$ cat src/rtl/mem_arbiter.sv
// mem_arbiter: shares one memory port between fetch and data requesters.
// Data wins ties until a fetch has waited MAX_DATA_STREAK data grants.
module mem_arbiter #(
  parameter int ADDR_W          = 16,
  parameter int DATA_W          = 16,
  parameter int MAX_DATA_STREAK = 4
) (
  input  logic              clk,
  input  logic              reset,
  input  logic              if_req,
  input  logic [ADDR_W-1:0] if_addr,
  output logic [DATA_W-1:0] if_rdata,
  output logic              if_r,
  input  logic              d_req,
  input  logic              d_we,
  input  logic [1:0]        d_wmask,
  input  logic [ADDR_W-1:0] d_addr,
  input  logic [DATA_W-1:0] d_wdata,
  output logic [DATA_W-1:0] d_rdata,
  output logic              d_r,
  output logic              mem_en,
  output logic              mem_we,
  output logic [1:0]        mem_wmask,
  output logic [ADDR_W-1:0] mem_addr,
  output logic [DATA_W-1:0] mem_wdata,
  input  logic [DATA_W-1:0] mem_rdata,
  input  logic              mem_ready,
  output logic              owner
);

  typedef enum logic [1:0] {
    IDLE,
    IF_BUSY,
    D_BUSY
  } state_e;

  localparam logic [3:0] STREAK_MAX = 4'(MAX_DATA_STREAK);

  state_e            state_q, state_d;
  logic [3:0]        streak_q, streak_d;
  logic              we_q, we_d;
  logic [1:0]        wmask_q, wmask_d;
  logic [ADDR_W-1:0] addr_q, addr_d;
  logic [DATA_W-1:0] wdata_q, wdata_d;

  logic fetch_due;
  assign fetch_due = if_req && (streak_q == STREAK_MAX);

  // Arbitrate in IDLE and latch the winner; wait for mem_ready when busy
  always_comb begin
    state_d  = state_q;
    streak_d = streak_q;
    we_d     = we_q;
    wmask_d  = wmask_q;
    addr_d   = addr_q;
    wdata_d  = wdata_q;
    unique case (state_q)
      IDLE: begin
        if (d_req && !fetch_due) begin
          state_d = D_BUSY;
          we_d    = d_we;
          wmask_d = d_wmask;
          addr_d  = d_addr;
          wdata_d = d_wdata;
          if (if_req && streak_q != STREAK_MAX)
            streak_d = streak_q + 4'd1;
        end else if (if_req) begin
          state_d  = IF_BUSY;
          we_d     = 1'b0;
          wmask_d  = 2'b00;
          addr_d   = if_addr;
          streak_d = 4'd0;
        end
      end
      IF_BUSY, D_BUSY: begin
        if (mem_ready)
          state_d = IDLE;
      end
      default: state_d = IDLE;
    endcase
  end

  // State and memory-port registers; reset abandons any access in flight
  always_ff @(posedge clk) begin
    if (reset) begin
      state_q  <= IDLE;
      streak_q <= 4'd0;
      we_q     <= 1'b0;
      wmask_q  <= 2'b00;
      addr_q   <= '0;
      wdata_q  <= '0;
    end else begin
      state_q  <= state_d;
      streak_q <= streak_d;
      we_q     <= we_d;
      wmask_q  <= wmask_d;
      addr_q   <= addr_d;
      wdata_q  <= wdata_d;
    end
  end

  assign mem_en    = (state_q != IDLE);
  assign owner     = (state_q == D_BUSY);
  assign mem_we    = we_q;
  assign mem_wmask = wmask_q;
  assign mem_addr  = addr_q;
  assign mem_wdata = wdata_q;

  // A reset in the completing cycle suppresses the strobe
  assign if_r     = (state_q == IF_BUSY) && mem_ready && !reset;
  assign d_r      = (state_q == D_BUSY) && mem_ready && !reset;
  assign if_rdata = mem_rdata;
  assign d_rdata  = mem_rdata;

endmodule

$ cat config.mk
export PLATFORM = sky130hd
export DESIGN_NAME = mem_arbiter
export DESIGN_NICKNAME = d
export VERILOG_FILES = /design/src/rtl/mem_arbiter.sv
export SDC_FILE = /design/constraint.sdc
export NUM_CORES = 1
export LEC_CHECK = 0
export ABC_CLOCK_PERIOD_IN_PS = 2400
export CELL_PAD_IN_SITES_DETAIL_PLACEMENT = 0
export CELL_PAD_IN_SITES_GLOBAL_PLACEMENT = 1
export CORE_UTILIZATION = 25
export CTS_BUF_LIST = sky130_fd_sc_hd__clkbuf_4 sky130_fd_sc_hd__clkbuf_8
export CTS_CLUSTER_SIZE = 24
export DETAILED_ROUTE_END_ITERATION = 10
export PLACE_DENSITY = 0.86
export SLEW_MARGIN = 20
export SYNTH_ARGS = -nofsm -noshare
export SYNTH_HDL_FRONTEND = slang
export SYNTH_SLANG_ARGS = --single-unit
$ cat constraint.sdc
create_clock -name clk -period 2.4 [get_ports clk]
set_clock_uncertainty 0.1 [all_clocks]
set_input_delay 0.36 -clock clk [delete_from_list [all_inputs] [get_ports clk]]
set_output_delay 0.36 -clock clk [all_outputs]
set_load 0.005 [all_outputs]
==> results.txt, run 1 <==
The total negative setup slack was 0 ns. Synthesis produced a netlist with a net count of 341. Final hold analysis gives a worst-case slack of 0.3740 ns. The leftover overflow at the end of global routing was 0. The kind of path behind the tightest hold check was register to register. For the worst setup path, the data required time is 1.94 ns. The clock-pin slew on the worst setup and hold paths was 0.07 ns; the delay of the slowest critical-path stage was 0.49 ns. The root buffer cell chosen for the clock tree is sky130_fd_sc_hd__clkbuf_8. In the layout the commonest cells are 94 x sky130_fd_sc_hd__clkdlybuf4s50_1, 41 x sky130_fd_sc_hd__dfxtp_1, 20 x sky130_fd_sc_hd__a21oi_1, 19 x sky130_fd_sc_hd__nand4_1.

Synthesis inferred 41 register bits. The summed instance area of the synthesized netlist was 2202 µm²; the synthesized-area fraction occupied by adder cells was 0.02841. The fraction of registers with async set/reset came out at 0. The final layout contains 394 nets. In this run the most critical hold path is launched from mem_wdata[0]. The simple-gate share of the synthesized area works out to 0.1915. The worst register-to-register path ends at mem_addr[14].

The first global-routing pass estimated 9929 µm of wire. Overall power consumption after layout is estimated at 1.690 mW. The tools report the total count of max-transition violations in the final report as 0.

The first detailed-routing pass ran for 4 iterations. Setup repair after global routing left no endpoint under its margin. The data arrival time at the worst-slack endpoint was 1.59 ns. The leading register cell type out of synthesis was sky130_fd_sc_hd__dfxtp_1.

Number of buffers added by the clock tree synthesis step: 5. The run gives 2079 as the via count of the first global-routing pass. The overall track demand over capacity in global routing was 0.1383; the final routed wire length divided by cell count was 14.84 µm. The worst setup path is launched from an input pin. Before CTS, the worst setup slack after placement is 0.3474 ns. End of the worst hold path: mem_wdata[0].

The tools report the number of core rows as 33. The number of flops mapped to enable cells by yosys works out to 0. The clock reaches the later pin of the worst-skew pair after 0.28 ns.

On the critical path, the stage with the largest delay is an instance of sky130_fd_sc_hd__clkdlybuf4s50_1. Summed over all cells, the static leakage comes to 1.132 nW. The tools report the total number of yosys warnings as 0.

The number of top-level pins is 143, and the floorplan die area is 9188 µm². The synthesized area per cell was 8.341 µm². Counting along the longest clock path gives a buffer depth of 2. The remaining antenna violation count came out at 0. The flow ran to the end, and the final reports show no timing, DRC or antenna violations.

The H-tree was split into 2 levels. For this run, the top clock speed supported by timing is 0.4880 GHz. The wire-length estimate of the detail-placed layout is 4338 µm. The die is 95.86 µm tall.

In this run the standard cell core region covers 8382 µm². The via density per instance is 5.066. Across all register-to-register paths, the minimum setup slack is 0.61 ns. The number of hold violations in the final report is 0. For this design the ratio of total power to cell area is 545.6 nW/µm². TritonCTS built the clock tree. The DRC violation count after routing was 0; the final design instance area without fill was 3097 µm².

The hold-critical path depth was 2; the number of antenna violations at the first check in global routing was 0. In this run, the number of DRC markers left after iteration 0 of detailed routing was 87. The post-place instance area is 3007 µm², and the transition time at the pin with the least slew margin is 0.4349 ns. The complex-gate fraction of the synthesized area works out to 0.2153.

The worst setup path is captured at a primary output. For this design, the CTS-stage hold fixing added 0 buffers. Setup slack on the critical path of the routed design comes to 0.3509 ns.

The tool flagged a number of max-cap violations equal to 0. Cell repeated most along the worst path: sky130_fd_sc_hd__clkdlybuf4s50_1. The xor/xnor cell area share of the yosys netlist came out at 0.

The kind of critical path was input pin to primary output. Relative max-transition margin: 0.7101. Setup violations remaining at the end of the flow were counted as 0. The library cell used most frequently in the layout, excluding fill and tap cells, is sky130_fd_sc_hd__clkdlybuf4s50_1.

The register area share after synthesis was 0.3727; the final cycle utilization of the critical path was 0.8538. The final weighted congestion of routability-driven global placement was 0.7844. CTS saw 41 sinks. The initial core utilization is 0.2627, and the time the worst path needs with I/O delays and setup is 2.049 ns. Once the clock tree was built, the resizer swapped 0 gates to a different size.

The worst register-to-register path begins at state_q[0]. The length in cells of the worst reg-to-reg path was 7. After filler insertion, the fill cell instance count of the layout stands at 877.

The repair_antennas step left the layout with diodes totalling 0. Summing over every cut layer, the via total after detailed routing is 2138. The largest fanout on the critical path is 6. For the post-CTS setup buffer count, the log shows 0. The share of synthesized area spent on multiplexers is 0.01364.

Compared with the post-synthesis result, the final layout area differs by 40.62%. For the maximum number of pins on one net before global-route repair, the log shows 40. From left edge to right edge, the die measures 95.86 µm. Traced cell by cell, the critical path runs through clkdlybuf4s50_1 > and3b_1 > clkdlybuf4s50_1. The logs give 0.0002352 V for the worst voltage drop across the vdd grid and 32 for the number of library cell types mapped by synthesis. After detailed routing, the total wire length is 6264 µm. Quantity of I/O buffers inserted on ports: 94. Counting every instance in the synthesized netlist gives 264. The fraction of final layout cells sized beyond drive strength 1 came out at 0.06309. After synthesis, the largest family of logic cells by area is compound AO/OA/AOI/OAI gates.
[power by group]
| group | leakage, nW | internal [mW] | total (mW) | switching, mW |
|---|---|---|---|---|
| combinational | 0.746 | 0.266 | 0.455 | 0.189 |
| clock | 0.0477 | 0.240 | 0.457 | 0.217 |
| sequential | 0.338 | 0.742 | 0.778 | 0.0353 |
[critical path: cells and delay by family]
kind | cells | cell delay, ns
buffers and inverters | 2 | 0.98
and+or+nand+nor | 1 | 0.24
[routing by layer]
metal | routed length [µm] | share of wire | up-vias | GRT usage
li1 | - | - | 1039 | -
met1 | 2698 | 0.43 | 983 | 0.1732
met2 | 2919 | 0.47 | 109 | 0.2357
met3 | 613 | 0.098 | 7 | 0.03791
met4 | 32 | 0.0051 | 0 | 0.03109
met5 | 0 | 0 | - | 0
[cells in the mapped netlist, types with 2 or more instances]
| master | instances | area [µm²] |
|---|---|---|
| sky130_fd_sc_hd__and3b_1 | 2 | 17.52 |
| sky130_fd_sc_hd__and4b_1 | 2 | 20.02 |
| sky130_fd_sc_hd__o21ai_1 | 4 | 20.02 |
| sky130_fd_sc_hd__a31oi_1 | 2 | 12.51 |
| sky130_fd_sc_hd__nor3_1 | 3 | 15.01 |
| sky130_fd_sc_hd__nor2_1 | 18 | 67.56 |
| sky130_fd_sc_hd__buf_4 | 34 | 255.2 |
| sky130_fd_sc_hd__dfxtp_1 | 41 | 820.8 |
| sky130_fd_sc_hd__ha_1 | 5 | 62.56 |
| sky130_fd_sc_hd__o21ai_0 | 13 | 65.06 |
| sky130_fd_sc_hd__a311oi_1 | 16 | 140.1 |
| sky130_fd_sc_hd__inv_1 | 5 | 18.77 |
| sky130_fd_sc_hd__o31ai_1 | 16 | 120.1 |
| sky130_fd_sc_hd__a21oi_1 | 20 | 100.1 |
| sky130_fd_sc_hd__nand4b_1 | 2 | 17.52 |
| sky130_fd_sc_hd__nand2_1 | 5 | 18.77 |
| sky130_fd_sc_hd__buf_2 | 8 | 40.04 |
| sky130_fd_sc_hd__mux2i_1 | 3 | 30.03 |
| sky130_fd_sc_hd__nand4_1 | 19 | 118.9 |
| sky130_fd_sc_hd__nand3_1 | 18 | 90.09 |
| sky130_fd_sc_hd__clkbuf_1 | 17 | 63.81 |
[per-stage QoR]
stage                     utilization  cells
after floorplan                     -    264
after global placement         0.3587    415
after detailed placement       0.3587    415
after CTS                      0.3695    422
after global routing           0.3695    422
final                          0.3695    422
[registers in the layout, indices dropped and copies added (netlist names)]
name / cells
mem_addr: 16
mem_wdata: 16
streak_q: 4
mem_wmask: 2
state_q: 2
mem_we: 1
[layout make-up]
type | count | area [µm²] | share of cell area
clock buffer | 7 | 90.09 | 0.02909
inverter | 6 | 22.52 | 0.007273
multi-input combinational | 157 | 988.4 | 0.3192
sequential | 41 | 820.8 | 0.2651
tap | 105 | 131.4 | 0.04242
timing repair buffer | 106 | 1044 | 0.3370
[cell families (layout without fill, tap and decap cells)]
group | after synthesis | after routing
and+or+nand+nor | 76 | 76
buffers and inverters | 66 | 119
muxes | 3 | 3
DFF | 41 | 41
adders and majority gates | 5 | 5
AOI/OAI and AO/OA | 73 | 73
[worst max path at each step]
stage / startpoint / end / cells after the start
after global routing: reset / if_r / 3
final: reset / if_r / 3
after global placement: reset / if_r / 3
after floorplan: streak_q[0] / state_q[1] / 6
after CTS: reset / if_r / 3
after detailed placement: reset / if_r / 3
Power figures use the tool's default switching activity.
==> run 2: changes to the inputs <==
CTS_BUF_LIST = sky130_fd_sc_hd__clkbuf_16   (was sky130_fd_sc_hd__clkbuf_4 sky130_fd_sc_hd__clkbuf_8)
==> run 2 against run 1 <==
Largest cell class unchanged. Register-to-register slack about the same. Utilization is 0.51 points higher. Critical path depth is the same. Die area unchanged. Flip-flop and latch count unchanged. Clock power is 34% higher. Maximum frequency up 0.10%. First-iteration DRC count fell by 6.9%.
==> results.txt, run 2 (synthesized netlist as in run 1, its figures left out) <==
Horizontal extent of the die: 95.86 µm. The tools report the category of the worst setup path capture point as a primary output. The tools report the number of gates resized after cts as 0. For the total count of max-transition violations in the final report, the log shows 0. For the number of antenna violations at the first check in global routing, the log shows 0. The tools report the maximum clock rate as 0.4885 GHz. The net count of the finished layout is 394. Detailed placement ended at an HPWL of 4338 µm. The total overflow left after global routing is 0. Counting the buffers created by CTS gives 5.

The flow ran to the end, and the final reports show no timing, DRC or antenna violations. The relative max-transition margin is 0.7065. The tool flagged a number of max-cap violations equal to 0. The clock-pin slew on the worst setup and hold paths was 0.05 ns.

Setup violations remaining at the end of the flow were counted as 0. TritonCTS built the clock tree. The tools report the fill cell total of the finished layout as 870. The final cycle utilization of the critical path was 0.8529; the final weighted congestion of routability-driven global placement was 0.7844. The die covers 9188 µm². At the worst endpoint, the required time is 1.94 ns. In this run, post-CTS hold repair placed 0 buffers. Measured in cells, the most critical reg-to-reg path has a length of 7. In this run the remaining antenna-violating nets after routing total 0.

For the post-CTS setup buffer count, the log shows 0. Kind of critical path: input pin to primary output. The path class of the tightest hold or removal check is register to register.

Worst setup path startpoint: reset. The later pin in the worst-skew pair is clocked with a latency of 0.27 ns. In this run the count of I/O pins placed on the die edge is 143.

Dividing the detail-routed wire length by the instance count gives 14.92 µm. The time the worst path needs with I/O delays and setup came out at 2.047 ns. The clock passes through at most 2 buffers. The total power after layout came out at 1.846 mW. Leaving out fill and tap cells, the most frequent cell in the layout is sky130_fd_sc_hd__clkdlybuf4s50_1.

The tools report the data arrival time at the worst-slack endpoint as 1.59 ns. The first global-routing pass estimated 9970 µm of wire. The worst register-to-register path ends at mem_addr[14]. The vertical extent of the die works out to 95.86 µm.

The worst register-to-register path begins at state_q[0]. The worst setup path is launched from an input pin. The count of buffers added on input and output ports is 94. Clock root buffer: sky130_fd_sc_hd__clkbuf_16. Setup repair after global routing left no endpoint under its margin. Across all register-to-register paths, the minimum setup slack is 0.61 ns. Entering global routing, the biggest net connects 40 pins. The sequential cell area in the final layout is 820.8 µm². At the pin with the least slew margin, the transition time is 0.4403 ns. The via density per instance works out to 5.017. The logs give 0.2627 for the initial core utilization and 0.0002577 V for the worst voltage drop across the vdd grid.

The power density of the placed cells was 588.2 nW/µm². Along the worst path, the maximum fanout reaches 6. The overall track demand over capacity in global routing is 0.1385.

The capture point of the worst path was if_r. DRC violation count after routing: 0. For the via count of the first global-routing pass, the log shows 2087. In the layout the commonest cells are 94 x sky130_fd_sc_hd__clkdlybuf4s50_1, 41 x sky130_fd_sc_hd__dfxtp_1, 20 x sky130_fd_sc_hd__a21oi_1, 19 x sky130_fd_sc_hd__nand4_1. The detailed router finished its first iteration with 81 violations.

The floorplan step defined a core boundary enclosing 8382 µm². The aggregate routed wire length was 6295 µm. The total clock sinks is 41, and the total negative setup slack is 0 ns. Number of diodes: 0.

Number of hold violations in the final report: 0. The floorplan has 33 rows. H-tree level count: 2.

The multi-input combinational cells in the finished layout cover a total of 988.4 µm². Fraction of final layout cells sized beyond drive strength 1: 0.05678. The tools report the static leakage as 1.152 nW. Relative to the synthesized area, the layout overhead comes to 42.56%.

The routed layout has 2117 vias. For the first-pass iteration count of the detailed router, the log shows 4.
run 2: cell count changes in the layout (fill, tap and decap cells not counted):
cell	before	now
sky130_fd_sc_hd__inv_1	5	6
sky130_fd_sc_hd__clkinv_1	1	2
sky130_fd_sc_hd__clkbuf_16	0	5
sky130_fd_sc_hd__clkbuf_8	6	0
sky130_fd_sc_hd__clkbuf_4	1	0
run 2: how the worst min path moves through the flow:
stage                      start            to  cells past startpoint
global route        mem_wdata[0]  mem_wdata[0]                      2
detailed placement  mem_wdata[0]  mem_wdata[0]                      2
CTS                 mem_wdata[0]  mem_wdata[0]                      2
global placement    mem_wdata[7]  mem_wdata[7]                      2
floorplan           mem_wdata[0]  mem_wdata[0]                      2
finish              mem_wdata[0]  mem_wdata[0]                      2
run 2: cell type report:
class,count,share of cell area
clock buffer,5,0.03986
clock inverter,2,0.002391
inverter,6,0.007174
multi-input combinational,157,0.3149
sequential,41,0.2615
tap,105,0.04185
timing repair buffer,106,0.3324
run 2: where the power goes:
part	internal, mW	leakage [nW]	switching (mW)	total, mW
clock network	0.372	0.0685	0.241	0.612
registers	0.743	0.338	0.0352	0.779
logic	0.266	0.746	0.190	0.456
run 2: stage by stage:
step                instances  instance area [µm²]  worst slack, ns  hold WS [ns]    util
floorplan                 264                 2202           0.7207        0.3646       -
global placement          415                 3007           0.3539        0.3622  0.3587
detailed placement        415                 3007           0.3474        0.3615  0.3587
CTS                       422                 3139           0.3453        0.3750  0.3745
global route              422                 3139           0.2827        0.4063  0.3745
finish                    422                 3139           0.3530        0.3730  0.3745
run 2: routing by layer:
metal  GRT usage  vias up  part of all wire
met5           0        -                 0
met4     0.02736        0            0.0051
met3     0.03791        7             0.086
met2      0.2387       84              0.47
met1      0.1726      982              0.44
li1            -     1044                 -
run 2: critical path, cell delays in order:
cell	delay [ns]
sky130_fd_sc_hd__clkdlybuf4s50_1	0.49
sky130_fd_sc_hd__and3b_1	0.24
sky130_fd_sc_hd__clkdlybuf4s50_1	0.49
